### src/rtl/vga_pkg.sv
// Shared types and default 640x480 @ 25 MHz timing for the VGA timing generator.
// Holds the per-axis state encoding and a width-fit helper for counter sizing.
package vga_pkg;

  typedef enum logic [1:0] {
    ST_ACTIVE,
    ST_FRONT,
    ST_SYNC,
    ST_BACK
  } axis_state_t;

  localparam int DEF_VIDEO_WIDTH      = 3;
  localparam int DEF_ACTIVE_COLS      = 640;
  localparam int DEF_FRONT_PORCH_HORZ = 16;
  localparam int DEF_SYNC_HORZ        = 96;
  localparam int DEF_BACK_PORCH_HORZ  = 48;
  localparam int DEF_ACTIVE_ROWS      = 480;
  localparam int DEF_FRONT_PORCH_VERT = 10;
  localparam int DEF_SYNC_VERT        = 2;
  localparam int DEF_BACK_PORCH_VERT  = 33;
  localparam int DEF_SYNC_ACTIVE_LOW  = 1;
  localparam int DEF_VIDEO_DELAY      = 2;
  localparam int DEF_COUNT_WIDTH      = 10;

  // True when a counter of 'width' bits can reach total-1.
  function automatic bit fits_width(input int total, input int width);
    return total <= (1 << width);
  endfunction

endpackage

### src/rtl/vga_axis_timer.sv
// One axis of the raster: tracks ACTIVE/FRONT/SYNC/BACK from the shared counter.
// Used once for columns (advance every enabled clock) and once for rows (advance on line wrap).
module vga_axis_timer
  import vga_pkg::*;
#(
  parameter int COUNT_WIDTH = DEF_COUNT_WIDTH
) (
  input  logic                   i_Clk,
  input  logic                   i_Rst_L,
  input  logic                   clear,
  input  logic                   advance,
  input  logic [COUNT_WIDTH-1:0] count,
  input  logic [COUNT_WIDTH-1:0] active_len,
  input  logic [COUNT_WIDTH-1:0] front_len,
  input  logic [COUNT_WIDTH-1:0] sync_len,
  input  logic [COUNT_WIDTH-1:0] back_len,
  output axis_state_t            state,
  output logic                   wrap,
  output logic                   in_sync
);

  localparam logic [COUNT_WIDTH-1:0] ONE = COUNT_WIDTH'(1);

  logic [COUNT_WIDTH-1:0] end_active;
  logic [COUNT_WIDTH-1:0] end_front;
  logic [COUNT_WIDTH-1:0] end_sync;
  logic [COUNT_WIDTH-1:0] end_back;

  // Last count value of each region; a region is left on the advance that leaves that value.
  assign end_active = active_len - ONE;
  assign end_front  = end_active + front_len;
  assign end_sync   = end_front + sync_len;
  assign end_back   = end_sync + back_len;

  assign wrap    = advance && (count == end_back);
  assign in_sync = (state == ST_SYNC);

  always_ff @(posedge i_Clk or negedge i_Rst_L) begin
    if (!i_Rst_L) begin
      state <= ST_ACTIVE;
    end else if (clear) begin
      state <= ST_ACTIVE;
    end else if (advance) begin
      case (state)
        ST_ACTIVE: if (count == end_active) state <= ST_FRONT;
        ST_FRONT:  if (count == end_front)  state <= ST_SYNC;
        ST_SYNC:   if (count == end_sync)   state <= ST_BACK;
        ST_BACK:   if (count == end_back)   state <= ST_ACTIVE;
        default:   state <= ST_ACTIVE;
      endcase
    end
  end

endmodule

### src/rtl/vga_timing_gen.sv
// Parametrised VGA timing generator: raster counters, per-axis region tracking,
// and a delay line that re-aligns returned pixel video with HSync/VSync.
module vga_timing_gen
  import vga_pkg::*;
#(
  parameter int VIDEO_WIDTH      = DEF_VIDEO_WIDTH,
  parameter int ACTIVE_COLS      = DEF_ACTIVE_COLS,
  parameter int FRONT_PORCH_HORZ = DEF_FRONT_PORCH_HORZ,
  parameter int SYNC_HORZ        = DEF_SYNC_HORZ,
  parameter int BACK_PORCH_HORZ  = DEF_BACK_PORCH_HORZ,
  parameter int ACTIVE_ROWS      = DEF_ACTIVE_ROWS,
  parameter int FRONT_PORCH_VERT = DEF_FRONT_PORCH_VERT,
  parameter int SYNC_VERT        = DEF_SYNC_VERT,
  parameter int BACK_PORCH_VERT  = DEF_BACK_PORCH_VERT,
  parameter int SYNC_ACTIVE_LOW  = DEF_SYNC_ACTIVE_LOW,
  parameter int VIDEO_DELAY      = DEF_VIDEO_DELAY,
  parameter int COUNT_WIDTH      = DEF_COUNT_WIDTH
) (
  input  logic                   i_Clk,
  input  logic                   i_Rst_L,
  input  logic                   i_Enable,
  input  logic [VIDEO_WIDTH-1:0] i_Red_Video,
  input  logic [VIDEO_WIDTH-1:0] i_Grn_Video,
  input  logic [VIDEO_WIDTH-1:0] i_Blu_Video,
  output logic [COUNT_WIDTH-1:0] o_Col_Count,
  output logic [COUNT_WIDTH-1:0] o_Row_Count,
  output logic                   o_Active,
  output logic                   o_Frame_Start,
  output logic                   o_HSync,
  output logic                   o_VSync,
  output logic [VIDEO_WIDTH-1:0] o_Red_Video,
  output logic [VIDEO_WIDTH-1:0] o_Grn_Video,
  output logic [VIDEO_WIDTH-1:0] o_Blu_Video
);

  localparam int TOTAL_COLS = ACTIVE_COLS + FRONT_PORCH_HORZ + SYNC_HORZ + BACK_PORCH_HORZ;
  localparam int TOTAL_ROWS = ACTIVE_ROWS + FRONT_PORCH_VERT + SYNC_VERT + BACK_PORCH_VERT;
  localparam logic SYNC_IDLE = (SYNC_ACTIVE_LOW != 0);
  localparam logic [COUNT_WIDTH-1:0] ONE = COUNT_WIDTH'(1);

  if (!fits_width(TOTAL_COLS, COUNT_WIDTH) || !fits_width(TOTAL_ROWS, COUNT_WIDTH)) begin : g_bad_width
    $fatal(1, "vga_timing_gen: COUNT_WIDTH too small for the configured raster");
  end
  if (VIDEO_DELAY < 1 || VIDEO_DELAY > 8) begin : g_bad_delay
    $fatal(1, "vga_timing_gen: VIDEO_DELAY must be in 1..8");
  end

  logic [COUNT_WIDTH-1:0] col_count;
  logic [COUNT_WIDTH-1:0] row_count;
  axis_state_t            h_state;
  axis_state_t            v_state;
  logic                   h_wrap;
  logic                   v_wrap;
  logic                   h_in_sync;
  logic                   v_in_sync;
  logic                   run_q;
  logic                   run_en;
  logic                   active_now;

  logic [VIDEO_DELAY-1:0] hs_pipe;
  logic [VIDEO_DELAY-1:0] vs_pipe;
  logic [VIDEO_DELAY-1:0] act_pipe;

  // Enable is qualified by a registered copy so the raster always restarts from
  // a clean origin cycle after reset release or an idle period.
  always_ff @(posedge i_Clk or negedge i_Rst_L) begin
    if (!i_Rst_L) begin
      run_q <= 1'b0;
    end else begin
      run_q <= i_Enable;
    end
  end

  assign run_en = i_Enable && run_q;

  always_ff @(posedge i_Clk or negedge i_Rst_L) begin
    if (!i_Rst_L) begin
      col_count <= '0;
      row_count <= '0;
    end else if (!run_en) begin
      col_count <= '0;
      row_count <= '0;
    end else begin
      col_count <= h_wrap ? '0 : col_count + ONE;
      if (h_wrap) begin
        row_count <= v_wrap ? '0 : row_count + ONE;
      end
    end
  end

  vga_axis_timer #(
    .COUNT_WIDTH(COUNT_WIDTH)
  ) u_horz (
    .i_Clk      (i_Clk),
    .i_Rst_L    (i_Rst_L),
    .clear      (!run_en),
    .advance    (run_en),
    .count      (col_count),
    .active_len (COUNT_WIDTH'(ACTIVE_COLS)),
    .front_len  (COUNT_WIDTH'(FRONT_PORCH_HORZ)),
    .sync_len   (COUNT_WIDTH'(SYNC_HORZ)),
    .back_len   (COUNT_WIDTH'(BACK_PORCH_HORZ)),
    .state      (h_state),
    .wrap       (h_wrap),
    .in_sync    (h_in_sync)
  );

  vga_axis_timer #(
    .COUNT_WIDTH(COUNT_WIDTH)
  ) u_vert (
    .i_Clk      (i_Clk),
    .i_Rst_L    (i_Rst_L),
    .clear      (!run_en),
    .advance    (h_wrap),
    .count      (row_count),
    .active_len (COUNT_WIDTH'(ACTIVE_ROWS)),
    .front_len  (COUNT_WIDTH'(FRONT_PORCH_VERT)),
    .sync_len   (COUNT_WIDTH'(SYNC_VERT)),
    .back_len   (COUNT_WIDTH'(BACK_PORCH_VERT)),
    .state      (v_state),
    .wrap       (v_wrap),
    .in_sync    (v_in_sync)
  );

  assign active_now    = run_en && (h_state == ST_ACTIVE) && (v_state == ST_ACTIVE);
  assign o_Active      = active_now;
  assign o_Frame_Start = active_now && (col_count == '0) && (row_count == '0);
  assign o_Col_Count   = col_count;
  assign o_Row_Count   = row_count;

  // Sync and active travel active-high through the pipe; polarity is applied at the pins.
  always_ff @(posedge i_Clk or negedge i_Rst_L) begin
    if (!i_Rst_L) begin
      hs_pipe  <= '0;
      vs_pipe  <= '0;
      act_pipe <= '0;
    end else begin
      hs_pipe[0]  <= run_en && h_in_sync;
      vs_pipe[0]  <= run_en && v_in_sync;
      act_pipe[0] <= active_now;
      for (int i = 1; i < VIDEO_DELAY; i++) begin
        hs_pipe[i]  <= hs_pipe[i-1];
        vs_pipe[i]  <= vs_pipe[i-1];
        act_pipe[i] <= act_pipe[i-1];
      end
    end
  end

  always_ff @(posedge i_Clk or negedge i_Rst_L) begin
    if (!i_Rst_L) begin
      o_HSync     <= SYNC_IDLE;
      o_VSync     <= SYNC_IDLE;
      o_Red_Video <= '0;
      o_Grn_Video <= '0;
      o_Blu_Video <= '0;
    end else begin
      o_HSync     <= hs_pipe[VIDEO_DELAY-1] ^ SYNC_IDLE;
      o_VSync     <= vs_pipe[VIDEO_DELAY-1] ^ SYNC_IDLE;
      o_Red_Video <= act_pipe[VIDEO_DELAY-1] ? i_Red_Video : '0;
      o_Grn_Video <= act_pipe[VIDEO_DELAY-1] ? i_Grn_Video : '0;
      o_Blu_Video <= act_pipe[VIDEO_DELAY-1] ? i_Blu_Video : '0;
    end
  end

endmodule

### config.mk
export PLATFORM = sky130hd
export DESIGN_NAME = vga_timing_gen
export DESIGN_NICKNAME = d
export VERILOG_FILES = /design/src/rtl/vga_pkg.sv /design/src/rtl/vga_axis_timer.sv /design/src/rtl/vga_timing_gen.sv
export SDC_FILE = /design/constraint.sdc
export NUM_CORES = 1
export LEC_CHECK = 0
export BUFFER_PORTS_ARGS = -buffer_cell sky130_fd_sc_hd__buf_2
export CORE_ASPECT_RATIO = 0.7
export CORE_MARGIN = 4
export CORE_UTILIZATION = 55
export DETAILED_ROUTE_END_ITERATION = 8
export GPL_ROUTABILITY_DRIVEN = 1
export PLACE_DENSITY = 0.87
export SYNTH_ARGS = -nofsm -noshare
export SYNTH_HDL_FRONTEND = slang
export SYNTH_SLANG_ARGS = --single-unit
export TNS_END_PERCENT = 5
### constraint.sdc
create_clock -name i_Clk -period 3.87 [get_ports i_Clk]
set_clock_uncertainty 0.1 [all_clocks]
set_input_delay 0.9675 -clock i_Clk [delete_from_list [all_inputs] [get_ports i_Clk]]
set_output_delay 0.9675 -clock i_Clk [all_outputs]
set_load 0.01 [all_outputs]
==> results of run 1 <==
cells in the final DEF (no fill, tap or decap), drive strengths merged, types with 6 or more instances in the layout:
cell type / n
clkbuf: 6
nor3: 9
and3: 6
nor2: 18
buf: 44
dfrtp: 40
and2: 10
o21ai: 8
ha: 15
inv: 15
nand3: 11
a21oi: 6
nand2: 14
flip-flops by register name (all words and copies together), names as in the netlist:
| name | flops |
|---|---|
| o_Blu_Video | 3 |
| run_q | 1 |
| act_pipe | 2 |
| vs_pipe | 2 |
| o_VSync | 1 |
| hs_pipe | 2 |
| u_vert.state | 2 |
| o_Grn_Video | 3 |
| o_Col_Count | 10 |
| o_HSync | 1 |
| o_Row_Count | 10 |
| o_Red_Video | 3 |
| u_horz.state | 2 |
cell families after synthesis:
| family | after synthesis |
|---|---|
| AO/OA/AOI/OAI | 29 |
| multiplexers | 3 |
| buffers and inverters | 22 |
| AND/OR/NAND/NOR | 86 |
| adder cells (fa/ha/maj) | 15 |
| flip-flops | 42 |
| XOR/XNOR | 10 |
area by class of cell:
cell class                      count  area share
Inverter                           15      0.0227
Sequential cell                    42       0.425
Multi-Input combinational cell    143       0.393
Clock inverter                      2      0.0152
Clock buffer                        6      0.0293
Tap cell                           50      0.0253
Timing Repair Buffer               44      0.0889
stage by stage:
| step | total power [mW] | std cells | cell area (um2) | setup slack, ns |
|---|---|---|---|---|
| finish | 0.895 | 302 | 2480 | 0.728 |
| global route | 0.942 | 302 | 2480 | 0.635 |
| CTS | 0.900 | 302 | 2480 | 0.733 |
| detailed placement | 0.561 | 294 | 2370 | 0.734 |
| global placement | 0.557 | 294 | 2370 | 0.780 |
| floorplan | 0.523 | 207 | 2120 | 0.848 |
per-layer routing:
layer / share of wire / up-vias
met5: 0 / -
met4: 0.0069 / 0
met3: 0.10 / 4
met2: 0.45 / 72
met1: 0.44 / 790
li1: - / 796
power by group through the flow:
stage	Sequential, mW	Clock, mW	Combinational (mW)
CTS	0.465	0.348	0.0881
global route	0.467	0.375	0.100
global placement	0.472	0	0.0847
detailed placement	0.473	0	0.0875
finish	0.464	0.343	0.0877
floorplan	0.475	0	0.0482
worst max-delay path, delay by kind of cell:
family / cells / cell delay, ns
buf+inv: 2 / 0.27
simple gates: 4 / 0.83
how the worst min path moves through the flow:
stage / end / startpoint / slack [ns] / cells after the start
2_1_floorplan: act_pipe[1]$_DFF_PN0_ / act_pipe[0]$_DFF_PN0_ / 0.23 / 0
3_3_place_gp: vs_pipe[1]$_DFF_PN0_ / vs_pipe[0]$_DFF_PN0_ / 0.23 / 0
3_5_place_dp: hs_pipe[1]$_DFF_PN0_ / hs_pipe[0]$_DFF_PN0_ / 0.24 / 0
4_1_cts: hs_pipe[1]$_DFF_PN0_ / hs_pipe[0]$_DFF_PN0_ / 0.25 / 0
5_1_grt: hs_pipe[1]$_DFF_PN0_ / hs_pipe[0]$_DFF_PN0_ / 0.26 / 0
6_report: hs_pipe[1]$_DFF_PN0_ / hs_pipe[0]$_DFF_PN0_ / 0.25 / 0
==> impl_metrics.tcl, run 1 <==
set metrics [dict create \
    outcome "completed" \
    worstMarginPinSlew_ns 0.902 \
    crit_path_end "o_Frame_Start" \
    synth_top_area_frac 0.472 \
    ys_ff_latch 42 \
    grt_start_max_net_pins 43 \
    synthesis.area_um2 2120 \
    die-area_um2 4930 \
    final_core_util 0.683 \
    worstPathMaxFanout 8 \
    p_int_mw 0.682 \
    met1_usage 0.286 \
    rsz0062_at_grt "false" \
    synth_area_per_cell_um2 10.2 \
    seq_area_um2 1050 \
    seqPwrFrac 0.519 \
    numPortBuffers 44 \
    coreArea_um2 3630 \
    reg2reg_slack_ns 1.43 \
    syn_to_final_growth_pct 16.8 \
    post_cts_resized 0 \
    cts_buffers 5 \
    grtUsageTotal 0.198 \
    synth_warnings 0 \
    wirelength_um 4510 \
    wl_per_cell_um 14.9 \
    nNetsFinal 278 \
    grt-busiest-layer "met2" \
    crit_arrival_ns 2.07 \
    clk-insertion-delay-late_ns 0.29 \
    grt_pass1_vias 1482 \
    pwr-share-comb 0.098 \
    tns_ns 0 \
    max_stage_delay_ns 0.31 \
    p_sw_frac 0.238 \
    drive_gt1_frac 0.246 \
    drtIter0Drc 156 \
    die_h_um 60.0 \
    grt_pass1_wl_um 7290 \
    via_count 1662 \
    period_share 0.812 \
    ant_nets 0 \
    peakVddDrop_uv 234 \
    holdWs_ns 0.252 \
    r2r_cells 5 \
    cts_num_sinks 42 \
    synth_cell_type_count 45 \
    cp-end-kind "primary output" \
    start_util 0.585 \
    fmax_mhz 318 \
    htreeDepth 2 \
    yosysTopAreaCell "dfrtp_1" \
    syn_nets 234 \
    crit_type "primary input to primary output" \
    final.fill_count 282 \
    hold_viol 0 \
    critPathSlowestCell "and2_1" \
    drc 0 \
    clk_path_buf_depth 2 \
    synthXorXnorAreaFrac 0.0413 \
    power.leakage_nw 1.21 \
    synth_common_cells "dfrtp_1 (40), nor2_1 (18), ha_1 (15), inv_1 (15), nand2_1 (14)" \
    clkPwrFrac 0.383 \
    async_flop_share 1.00 \
    overflow 0 \
    relSlewSlack 0.399 \
    antenna_found_initial 0 \
    place_congestion 0.863 \
    startpoint_type "primary input" \
    crit_chain "buf_2 > and2_1 > and3_1 > nand4_1 > nor3_1 > buf_2" \
    firstDrtPassIters 4 \
    multi_input_area_um2 975 \
    cp-startpoint "i_Enable" \
    synth_top_family_by_area "simple AND/OR/NAND/NOR gates" \
    synth_cells 207 \
    synthFlopType "dfrtp_1" \
    hpwl_um 3240 \
    synthMuxAreaShare 0.0142 \
    hp-class "register to register" \
    vias_per_cell 5.50 \
    diodes 0 \
    cts_tree "built" \
    ys_top_cells_by_area "dfrtp_1 (47%), ha_1 (8.8%), nor2_1 (3.2%)" \
    synth_edf_count 0 \
    p_per_area_nw_per_um2 361 \
    synth_simple_gate_area_frac 0.220 \
    cts_setup_buffers 0 \
    reg2reg_from "o_Col_Count[5]$_DFF_PN0_" \
    synth_most_common_cell "dfrtp_1" \
    cts_root_buffer "clkbuf_8" \
    yosysSeqAreaShare 0.497 \
    p_sw_mw 0.213 \
    required_ns 2.80 \
    ios 45 \
    globalRouteMet3Util 0.0602 \
    drv_slew 0 \
    reg2reg_to "o_Row_Count[5]$_DFFE_PN0P_" \
    synth_compound_area_frac 0.0956 \
    crit_top_cell "buf_2" \
    setup_viol 0 \
    grtUsageMet2 0.293 \
    period_needed_ns 3.14 \
    postCtsHoldBufs 0 \
    rows 18 \
    maxCapViolations 0 \
    die_x_um 82.2 \
    clk_transition_reported_paths_ns 0.08 \
    synth_adder_area_share 0.0885 \
]
Note: power is estimated with default switching activity, not from simulation.
==> run 2: changes to the inputs <==
--- a/config.mk
+++ b/config.mk
@@ -8,10 +8,10 @@
 export BUFFER_PORTS_ARGS = -buffer_cell sky130_fd_sc_hd__buf_2
 export CORE_ASPECT_RATIO = 0.7
 export CORE_MARGIN = 4
-export CORE_UTILIZATION = 55
+export CORE_UTILIZATION = 54
 export DETAILED_ROUTE_END_ITERATION = 8
 export GPL_ROUTABILITY_DRIVEN = 1
-export PLACE_DENSITY = 0.87
+export PLACE_DENSITY = 0.86
 export SYNTH_ARGS = -nofsm -noshare
 export SYNTH_HDL_FRONTEND = slang
 export SYNTH_SLANG_ARGS = --single-unit
==> constraint.sdc (replaced) <==
create_clock -name i_Clk -period 3 [get_ports i_Clk]
set_clock_uncertainty 0.1 [all_clocks]
set_input_delay 0.75 -clock i_Clk [delete_from_list [all_inputs] [get_ports i_Clk]]
set_output_delay 0.75 -clock i_Clk [all_outputs]
set_load 0.01 [all_outputs]
==> impl_metrics.tcl, run 2 (same netlist as run 1, synthesis figures left out) <==
set metrics [dict create \
    clk_path_buf_depth 2 \
    p_sw_mw 0.283 \
    hp-class "register to register" \
    start_util 0.581 \
    ios 45 \
    pwr-share-comb 0.105 \
    startpoint_type "register" \
    cts_tree "built" \
    rsz0062_at_grt "false" \
    layout_commonest_cell "buf_2" \
    clkPwrFrac 0.340 \
    fmax_mhz 388 \
    drive_gt1_frac 0.253 \
    grt_pass1_vias 1577 \
    overflow 0 \
    cts_num_sinks 42 \
    clk-insertion-delay-late_ns 0.30 \
    die_h_um 60.4 \
    grt_pass1_wl_um 7550 \
    via_count 1650 \
    worstPathMaxFanout 9 \
    wirelength_um 4530 \
    peakVddDrop_uv 280 \
    p_int_mw 0.796 \
    maxCapViolations 0 \
    wl_per_cell_um 14.9 \
    setup_viol 0 \
    coreArea_um2 3650 \
    outcome "completed" \
    hpwl_um 3300 \
    die-area_um2 5010 \
    ant_nets 0 \
    worstMarginPinSlew_ns 0.897 \
    cts_setup_buffers 0 \
    p_total_mw 1.08 \
    cp-end-kind "primary output" \
    htreeDepth 2 \
    seqPwrFrac 0.555 \
    grtUsageTotal 0.194 \
    numPortBuffers 44 \
    diodes 0 \
    firstDrtPassIters 4 \
    rows 18 \
    power.leakage_nw 1.21 \
    period_needed_ns 2.58 \
    grt_start_max_net_pins 43 \
    final.fill_count 307 \
    p_sw_frac 0.263 \
    post_cts_resized 0 \
    nNetsFinal 279 \
    die_x_um 82.9 \
    final_cells 303 \
    clk_transition_reported_paths_ns 0.08 \
    postCtsHoldBufs 0 \
    design_area_um2 2460 \
    cts_root_buffer "clkbuf_8" \
    syn_to_final_growth_pct 16.2 \
    layout_common_cells "buf_2 (44), dfrtp_1 (40), nor2_1 (18)" \
    antenna_found_initial 0 \
    p_per_area_nw_per_um2 438 \
    vias_per_cell 5.45 \
    crit_arrival_ns 1.73 \
    drc 0 \
    crit_type "register to primary output" \
    drv_slew 0 \
    place_congestion 0.892 \
    drtIter0Drc 110 \
    relSlewSlack 0.402 \
    required_ns 2.15 \
    cts_buffers 5 \
    tns_ns 0 \
    placed_area_um2 2370 \
    hold_viol 0 \
    period_share 0.858 \
    post-place-cells 295 \
]
==> run 2: changes by cell type in the layout (fill, tap and decap cells not counted), sizes merged <==
cell and delta:
buf +1, bufinv -1, clkbuf -1, clkinv +2
==> run 2: critical path: stages (launching register included) <==
cell	delay, ns
dfrtp_1	0.48
or4_4	0.61
nor3_1	0.18
buf_2	0.16
==> run 2: layout make-up <==
type	instances	area [um2]	area share
inverter	15	56.3	0.0228
clock inverter	3	21.3	0.00863
clock buffer	5	68.8	0.0279
timing repair buffer	45	228	0.0924
tap	50	62.6	0.0254
multi-input combinational	143	975	0.395
sequential	42	1050	0.427
==> run 2: metrics by stage <==
| step | hold WS (ns) | util | setup slack (ns) |
|---|---|---|---|
| floorplan | 0.231 | - | 0.413 |
| global placement | 0.231 | 0.651 | 0.536 |
| detailed placement | 0.239 | 0.651 | 0.554 |
| CTS | 0.257 | 0.676 | 0.406 |
| global route | 0.269 | 0.676 | 0.295 |
| finish | 0.255 | 0.676 | 0.425 |
==> run 2: power groups by stage <==
stage	combinational, mW	sequential (mW)	clock [mW]
3_5_place_dp	0.114	0.611	0
2_1_floorplan	0.0622	0.613	0
4_1_cts	0.115	0.600	0.372
6_report	0.114	0.599	0.367
5_1_grt	0.129	0.603	0.395
3_3_place_gp	0.110	0.609	0
==> run 2: per-layer routing <==
metal / vias to the layer above / wire length (um) / GRT usage
li1: 800 / - / -
met1: 760 / 2080 / 0.272
met2: 80 / 1920 / 0.285
met3: 10 / 443 / 0.0529
met4: 0 / 80 / 0.0862
met5: - / 0 / 0
==> run 2: final timing paths <==
kind | from | end | slack (ns) | cells after the start
max reg2reg | o_Col_Count[5]$_DFF_PN0_ | o_Row_Count[9]$_DFFE_PN0P_ | 0.51 | 5
max in group asynchronous | i_Rst_L | o_Col_Count[7]$_DFF_PN0_ | 1.77 | 1
max | o_Row_Count[6]$_DFFE_PN0P_ | o_Frame_Start | 0.42 | 3
min in group asynchronous | i_Rst_L | o_Blu_Video[1]$_DFF_PN0_ | 0.47 | 1
min reg2reg | hs_pipe[0]$_DFF_PN0_ | hs_pipe[1]$_DFF_PN0_ | 0.25 | 0
min | hs_pipe[0]$_DFF_PN0_ | hs_pipe[1]$_DFF_PN0_ | 0.25 | 0
